File: config.mk
export PLATFORM = sky130hd
export DESIGN_NAME = cbus_rr_arbiter
export DESIGN_NICKNAME = d
export VERILOG_FILES = /design/src/rtl/cbus_rr_arbiter_pkg.sv /design/src/rtl/cbus_rr_arbiter_pick.sv /design/src/rtl/cbus_rr_arbiter.sv
export SDC_FILE = /design/constraint.sdc
export NUM_CORES = 1
export LEC_CHECK = 0
export ABC_CLOCK_PERIOD_IN_PS = 7100
export BUFFER_PORTS_ARGS = -buffer_cell sky130_fd_sc_hd__buf_2
export CAP_MARGIN = 15
export CELL_PAD_IN_SITES_DETAIL_PLACEMENT = 1
export CELL_PAD_IN_SITES_GLOBAL_PLACEMENT = 2
export CORE_AREA = 4 4 212 214
export CTS_CLUSTER_DIAMETER = 200
export CTS_CLUSTER_SIZE = 28
export DETAILED_ROUTE_END_ITERATION = 8
export DIE_AREA = 0 0 216 218
export PLACE_DENSITY = 0.68
export SLEW_MARGIN = 10
export SYNTH_ARGS = -nofsm -noshare
export SYNTH_HDL_FRONTEND = slang
export SYNTH_SLANG_ARGS = --single-unit
export TNS_END_PERCENT = 50
File: constraint.sdc
create_clock -name clk -period 7.1 [get_ports clk]
set_clock_uncertainty 0.05 [all_clocks]
set_input_delay 0.355 -clock clk [delete_from_list [all_inputs] [get_ports clk]]
set_output_delay 0.355 -clock clk [all_outputs]
set_load 0.005 [all_outputs]
File: src/rtl/cbus_rr_arbiter_pkg.sv
// Shared cache-bus types: request/response bundles,
// burst length encoding and bus-wide limits.
package common;

  localparam int CBUS_MAX_BEATS   = 256;
  localparam int CBUS_MAX_MASTERS = 16;

  // Burst length, encoded as beats-1.
  typedef enum logic [7:0] {
    MLEN1   = 8'd0,
    MLEN2   = 8'd1,
    MLEN4   = 8'd3,
    MLEN8   = 8'd7,
    MLEN16  = 8'd15,
    MLEN32  = 8'd31,
    MLEN64  = 8'd63,
    MLEN128 = 8'd127,
    MLEN256 = 8'd255
  } mlen_t;

  typedef struct packed {
    logic        valid;
    logic        write;
    logic [31:0] addr;
    logic [31:0] wdata;
    mlen_t       len;
  } cbus_req_t;

  typedef struct packed {
    logic        ready;
    logic        last;
    logic [31:0] rdata;
  } cbus_resp_t;

  typedef cbus_req_t cbus_req_vec_t [CBUS_MAX_MASTERS];

endpackage

File: src/rtl/cbus_rr_arbiter_pick.sv
// Combinational winner selection: rotate the valid
// vector by the pointer, then priority-encode.
module rr_pick #(
  parameter int NUM_MASTERS = 4,
  parameter bit RR_MODE     = 1'b1,
  localparam int IDX_W      = $clog2(NUM_MASTERS)
) (
  input  logic [NUM_MASTERS-1:0] valid,
  input  logic [IDX_W-1:0]       rr_ptr,
  output logic [IDX_W-1:0]       winner,
  output logic                   any
);

  localparam logic [IDX_W:0] NM = (IDX_W+1)'(NUM_MASTERS);

  logic [2*NUM_MASTERS-1:0] dbl;
  logic [NUM_MASTERS-1:0]   rot;
  logic [IDX_W-1:0]         ptr;
  logic [IDX_W-1:0]         off;
  logic [IDX_W:0]           sum;

  // Fixed priority is a rotation by zero.
  always_comb begin
    ptr = RR_MODE ? rr_ptr : '0;
    dbl = {valid, valid};
    rot = NUM_MASTERS'(dbl >> ptr);
    off = '0;
    for (int i = NUM_MASTERS-1; i >= 0; i--) begin
      if (rot[i]) off = IDX_W'(i);
    end
    sum = {1'b0, ptr} + {1'b0, off};
    if (sum >= NM) winner = IDX_W'(sum - NM);
    else           winner = sum[IDX_W-1:0];
    any = |valid;
  end

endmodule

File: src/rtl/cbus_rr_arbiter.sv
// N-master cbus arbiter: round-robin or fixed
// priority, whole-burst grants, burst length check.
module cbus_rr_arbiter
  import common::*;
#(
  parameter int NUM_MASTERS = 4,
  parameter bit RR_MODE     = 1'b1,
  localparam int IDX_W      = $clog2(NUM_MASTERS)
) (
  input  logic             clk,
  input  logic             reset,
  input  cbus_req_t        ireqs  [NUM_MASTERS],
  output cbus_resp_t       iresps [NUM_MASTERS],
  output cbus_req_t        oreq,
  input  cbus_resp_t       oresp,
  output logic             busy,
  output logic [IDX_W-1:0] grant_idx,
  output logic             beat_err
);

  localparam int BCNT_W = $clog2(CBUS_MAX_BEATS) + 1;

  localparam logic [0:0] S_IDLE = 1'b0;
  localparam logic [0:0] S_BUSY = 1'b1;

  localparam logic [IDX_W-1:0] LAST_IDX =
    IDX_W'(NUM_MASTERS-1);

  logic [0:0]             state;
  logic [IDX_W-1:0]       rr_ptr;
  logic [BCNT_W-1:0]      beat_cnt;
  logic [7:0]             len_q;
  logic [NUM_MASTERS-1:0] vld;
  logic [IDX_W-1:0]       win;
  logic                   any;
  logic                   done;
  logic                   len_hit;
  logic                   len_bad;
  logic [IDX_W-1:0]       nxt_ptr;

  // Gather the request valids for the picker.
  always_comb begin
    for (int i = 0; i < NUM_MASTERS; i++) begin
      vld[i] = ireqs[i].valid;
    end
  end

  rr_pick #(
    .NUM_MASTERS(NUM_MASTERS),
    .RR_MODE    (RR_MODE)
  ) u_pick (
    .valid (vld),
    .rr_ptr(rr_ptr),
    .winner(win),
    .any   (any)
  );

  // Completion, length check and pointer advance.
  always_comb begin
    done    = oresp.ready && oresp.last;
    len_hit = (beat_cnt == BCNT_W'(len_q));
    len_bad = oresp.ready && (oresp.last != len_hit);
    nxt_ptr = (grant_idx == LAST_IDX) ? '0
                                      : grant_idx + 1'b1;
  end

  // Grant FSM, beat counter and sticky error flag.
  always_ff @(posedge clk or posedge reset) begin
    if (reset) begin
      state     <= S_IDLE;
      grant_idx <= '0;
      rr_ptr    <= '0;
      beat_cnt  <= '0;
      len_q     <= '0;
      beat_err  <= 1'b0;
    end else begin
      unique case (state)
        S_IDLE: begin
          if (any) begin
            grant_idx <= win;
            len_q     <= ireqs[win].len;
            beat_cnt  <= '0;
            state     <= S_BUSY;
          end
        end
        S_BUSY: begin
          if (oresp.ready) beat_cnt <= beat_cnt + 1'b1;
          if (len_bad)     beat_err <= 1'b1;
          if (done) begin
            state  <= S_IDLE;
            rr_ptr <= nxt_ptr;
          end
        end
        default: state <= S_IDLE;
      endcase
    end
  end

  // Route the owner's request out and the response back.
  always_comb begin
    oreq = '0;
    for (int i = 0; i < NUM_MASTERS; i++) begin
      iresps[i] = '0;
    end
    if (state == S_BUSY) begin
      oreq              = ireqs[grant_idx];
      iresps[grant_idx] = oresp;
    end
  end

  assign busy = (state == S_BUSY);

endmodule
* After elaboration in Yosys (flattened, before gate mapping)
Index checks and enable logic that the tools add are counted.
Widths: inputs -> output; s select.
** Operators by class
- Add/subtract/negate cells :: 4
- $lt $le $gt $ge :: 4
- Equal/unequal tests :: 5
- Shifts and indexed selects :: 1
- Muxes and demuxes :: 22
- Bitwise gates (word level) :: 4
- Reductions and logical operators :: 8
** Operator list (count)
- $bmux 74 s2 :: 2
- $mux 74 :: 3
- $and 136x136->136 :: 1
- $mux 136 :: 1
- $demux 34 s2 :: 1
- $mux 34 :: 1
- $mux 9 :: 2
- $pmux 9 s2 :: 1
- $mux 8 :: 2
- $mux 2 :: 6
- $add 9x1->9 const B :: 1
- $eq 9x8->1 :: 1
- $ge 3x3->1 const B :: 3
- $reduce_and 2->1 :: 4
- $shr 8x2->4 :: 1
- $not 2->3 :: 2
- $ne 2x2->1 const B :: 2
- $reduce_or 4->1 :: 1
- $add 2x2->3 :: 1
- $logic_and 1x1->1 :: 3
- $lt 3x1->1 const B :: 1
- $add 2x1->2 const B :: 1
- $eq 2x2->1 const B :: 1
- $mux 1 :: 2
- other kinds (4) :: 4
** Storage, ports and cells
- Register bits :: 23
- Logic and storage cells :: 54

* Logic depth before layout (Yosys ltp)
- Word-level depth :: 12
- Mapped depth :: 13
- Mapped depth without buffers :: 10

* Cells and area by module
A second synthesis with hierarchy kept.
** Second synthesis, totals
- Cells, all modules :: 487
- Area, all modules :: 4750.8 um^2
** By module, submodules not included
- cbus_rr_arbiter :: instances 1, cells each 460, area each 4571.9 um^2
- rr_pick :: instances 1, cells each 27, area each 178.9 um^2

* Worst setup path after synthesis
No wires, ideal clock.
- Path type :: reg2reg
- From :: reg rr_ptr[0]
- To :: reg len_q[0]
- Arrival time :: 2.258 ns
- Slack :: 4.657 ns
- Stages on the path, launching flop included :: 14
- Period minus slack after synthesis :: 2.443 ns
- Cell sequence :: dfrtp_1 -> buf_6 -> and3b_1 -> a21oi_1 -> nor2_1 -> a21oi_1 -> o221ai_1 -> ha_1 -> xnor2_1 -> or3_1 -> buf_6 -> buf_6 -> a221oi_1 -> o31ai_1
** On the way
- Longest elaborated chain between the ends :: 12
** Ends and longest elaborated chain
- start: declaration :: RTL line cbus_rr_arbiter.sv:30 : logic [IDX_W-1:0] rr_ptr;
- start signal: assignment :: RTL line cbus_rr_arbiter.sv:91 : rr_ptr <= nxt_ptr;
- $shr 8x2->4 :: RTL line cbus_rr_arbiter_pick.sv:26 : rot = NUM_MASTERS'(dbl >> ptr);
- $mux 2 (4 in series) :: RTL line cbus_rr_arbiter_pick.sv:29 : if (rot[i]) off = IDX_W'(i);
- $add 2x2->3 (*) :: RTL line cbus_rr_arbiter_pick.sv:31 : sum = {1'b0, ptr} + {1'b0, off};
- $ge 3x3->1 or $sub 2x1->2 (tied branches) :: RTL line cbus_rr_arbiter_pick.sv:32 : if (sum >= NM) winner = IDX_W'(sum - NM);
- $mux 2 (*) :: RTL line cbus_rr_arbiter_pick.sv:32
- $not 2->3 (implied by the code) (*) :: RTL line cbus_rr_arbiter.sv:81 : len_q <= ireqs[win].len;
- $bmux 74 s2 (*) :: RTL line cbus_rr_arbiter.sv:81
- $mux 8 (implied by the code) (*) (2 in series) :: RTL line cbus_rr_arbiter.sv:81
- end signal: assignment :: RTL line cbus_rr_arbiter.sv:81
- end: declaration :: RTL line cbus_rr_arbiter.sv:32 : logic [7:0] len_q;
Every way passes the cells marked *; elsewhere a longest branch is shown, timed or not. The select of a mux whose other input is x is not followed.
A chain may end at the register's enable or synchronous reset.

==> key figures <==
Setup path
  – Crit-path cells: buf_4, ha_1, buf_4, and3_1, buf_2
  – Critical Path RT: 6690 ps
  – R2R depth: 9
  – Startpoint Class: flop
  – CP max stage delay: 1020 ps
  – Cell mode on critical path: buf_4
  – Crit. End Element: output pin
  – Critical Path AT: 3040 ps
  – Crit Path Class: flop to output pin
  – Slowest stage cell, crit path: dfrtp_4
  – R2r setup slk: 4180 ps
  – Reg2reg start: rr_ptr[0]$_DFFE_PP0P_
  – CP top delay family: buffers and inverters
  – Buf+Inv Stages, Crit Path: 3
  – Reg2reg end: len_q[6]$_DFFE_PP0P_
  – Worst-path maximum fanout: 49

STA
  – Fmax: 290 MHz
  – Final Max Slew Viols: 0
  – Relative slew slack: 27.8%
  – Final worst setup slack: 3650 ps
  – Final hold slack: 242 ps
  – Fin crit share: 48.6%
  – RSZ-0062 raised after global routing: false
  – Worst-Margin Slew: 1080 ps
  – Minimum clock period: 3450 ps
  – Final Hold Vio Count: 0
  – Setup TNS: 0 ps
  – Setup violators final: 0

Yosys
  – Post-synthesis sequential area ratio: 12.1%
  – Syn Nets: 852
  – Ys Warns: 0
  – Post-Syn Instances: 514
  – Syn_area_per_cell: 9.27 um2
  – Synthesized flop and latch total: 23
  – Unique masters post-synth: 39
  – Post-synthesis cell area: 4760 um2

Drt
  – Wire length on met2: 15000 um
  – Wire length on met3: 3020 um
  – Top routing layer in use: met5
  – Vias: 6391
  – WL per Instance: 19.9 um
  – Mean number of vias per cell: 4.00
  – Routed WL: 31800 um
  – DRT antenna net count: 0
  – 1st-pass router iterations: 4
  – Number of DRC markers in iteration 0: 369
  – DRC: 0
  – Wire length on met1: 13500 um

Clocking
  – Root Driver: clkbuf_16
  – Post-CTS resize count: 0
  – Clock Tree Buf Depth: 2
  – H-Tree Level Count: 1
  – TritonCTS clock tree: done
  – CTS Buf Count: 3
  – Clk sinks: 23
  – Clock transition at path regs: 60 ps
  – Post CTS Setup Buffer Count: 0
  – CTS hold repair buffers: 0
  – Clk_lat worst skew: 260 ps

Global routing
  – Total grt overflow: 0
  – Vias in the first global route: 6661
  – Largest net degree at the start of global routing: 159
  – Initial antenna violation count: 7
  – GRT Total Usage: 12.2%
  – First-pass GRT wire length: 44400 um

Layout
  – Fillers: 5228
  – Share of layout cells above drive strength 1: 63.2%
  – P&R area growth vs syn: 70.7%
  – Nets: 1347

Placed design
  – GP Congestion: 0.836
  – Pre-CTS WS: 3800 ps
  – IO Port Bufs: 545
  – Dpl hpwl: 26800 um

Flow run
  – Max cap viols: 0

Outcome
  – Run status: finished clean

Power
  – Max rail drop VDD: 0.156 mV
  – Power per Cell Area: 282 nW/um2
  – LEAKAGE: 4.52 nW

Floorplan
  – Core area: 42900 um2
  – Horiz. Die Dim: 216 um
  – Boundary Pins: 546
  – DIE AREA: 47100 um2
  – Initial Util: 11.1%
  – Die H: 218 um
  – Row Count: 76

Min path
  – Worst Hold Class: input port to async pin
## flip-flops by register name, summed over array words and instances, names as in the netlist
| signal | count |
|---|---|
| beat_cnt | 9 |
| beat_err | 1 |
| busy | 1 |
| grant_idx | 2 |
| len_q | 8 |
| rr_ptr | 2 |
## cell usage in the layout (no fill, tap or decap), types with 2 or more instances in the layout
cell type	synthesis	layout
mux2i_1	8	8
and3_1	146	146
nand2b_1	3	3
nand4_1	2	2
xnor2_1	8	8
inv_1	3	3
nand3_1	9	9
diode_2	0	3
or3b_2	2	2
mux4_2	74	74
nor2b_1	8	8
nor2_1	11	11
mux2_2	2	2
dfrtp_1	23	20
o21ai_0	11	11
xor2_1	3	3
and2_1	76	76
dfrtp_4	0	3
buf_2	8	545
nand2_1	21	21
ha_1	6	6
clkbuf_16	0	3
a221oi_1	8	8
a21oi_1	4	4
o31ai_1	10	10
buf_4	0	6
## cells by family after synthesis
kind of cell             after synthesis  synth area share, %
AO/OA/AOI/OAI                         40                 5.73
XOR/XNOR                              11                 2.02
adder cells (fa/ha/maj)                6                 1.58
buffers and inverters                 66                 5.91
flip-flops                            23                 12.1
multiplexers                          84                 37.1
AND/OR/NAND/NOR                      284                 35.5
## how the worst max path moves through the flow
stage	from	end	slack (ps)	cells after the start
2_1_floorplan	rr_ptr[0]$_DFFE_PP0P_	len_q[0]$_DFFE_PP0P_	4660	13
3_3_place_gp	grant_idx[0]$_DFFE_PP0P_	oreq[21]	3930	4
3_5_place_dp	grant_idx[0]$_DFFE_PP0P_	iresps[84]	3800	5
4_1_cts	grant_idx[0]$_DFFE_PP0P_	iresps[84]	3510	5
5_1_grt	grant_idx[0]$_DFFE_PP0P_	iresps[92]	3350	5
6_report	grant_idx[0]$_DFFE_PP0P_	iresps[84]	3650	5
## Yosys cell counts
library cell	number	area (um2)
a32o_1	1	10.0
a221oi_1	8	70.1
a211o_1	1	8.76
mux2i_1	8	80.1
o21a_1	1	7.51
clkbuf_1	48	180
dfrtp_1	23	576
nor2b_1	8	50.1
ha_1	6	75.1
buf_1	3	11.3
o21ai_1	1	5.00
mux2_2	2	22.5
or3_1	1	6.26
or2_1	1	6.26
or3b_2	2	17.5
nand2_1	21	78.8
clkbuf_2	1	5.00
nor2_1	11	41.3
xnor2_1	8	70.1
nor4_1	1	6.26
nand2b_1	3	18.8
mux4_2	74	1670
nand4_1	2	12.5
and3_1	146	913
xor2_1	3	26.3
and2_1	76	475
a21oi_1	4	20.0
and3b_1	1	8.76
inv_1	3	11.3
o21ai_0	11	55.1
o22ai_1	1	6.26
o221ai_1	1	8.76
nor3b_1	1	7.51
buf_2	8	40.0
o31ai_1	10	75.1
nand3_1	9	45.0
a31oi_1	1	6.26
nor3_1	1	5.00
buf_6	3	33.8
## layer usage
metal,global-route usage [%],up-vias
met5,0,-
met4,1.09,8
met3,4.38,16
met2,20.4,318
met1,15.8,3097
li1,-,2952
## area by class of cell
cell class	instances	area [um2]	share of cell area (%)
multi-input combinational	425	3910	48.0
timing repair buffer	553	2810	34.5
tap	585	732	9.00
sequential	23	587	7.22
clock buffer	4	78.8	0.970
inverter	3	11.3	0.139
antenna	3	7.51	0.0923
## power breakdown
group / internal (mW) / switching, mW / leakage (nW)
clock network: 0.0767 / 0.0482 / 0.0382
registers: 0.174 / 0.152 / 0.284
logic: 0.990 / 0.849 / 4.20
total: 1.24 / 1.05 / 4.52
## through the flow
step	cell area, um2	instances	total power [mW]	util, %
2_1_floorplan	4760	514	1.44	-
4_1_cts	8090	1591	2.35	18.9
5_1_grt	8130	1595	2.52	19.0
6_report	8130	1596	2.29	19.0
3_5_place_dp	8010	1587	2.21	18.7
3_3_place_gp	8010	1587	2.19	18.7
No activity file was read; power rests on OpenSTA's default activity.
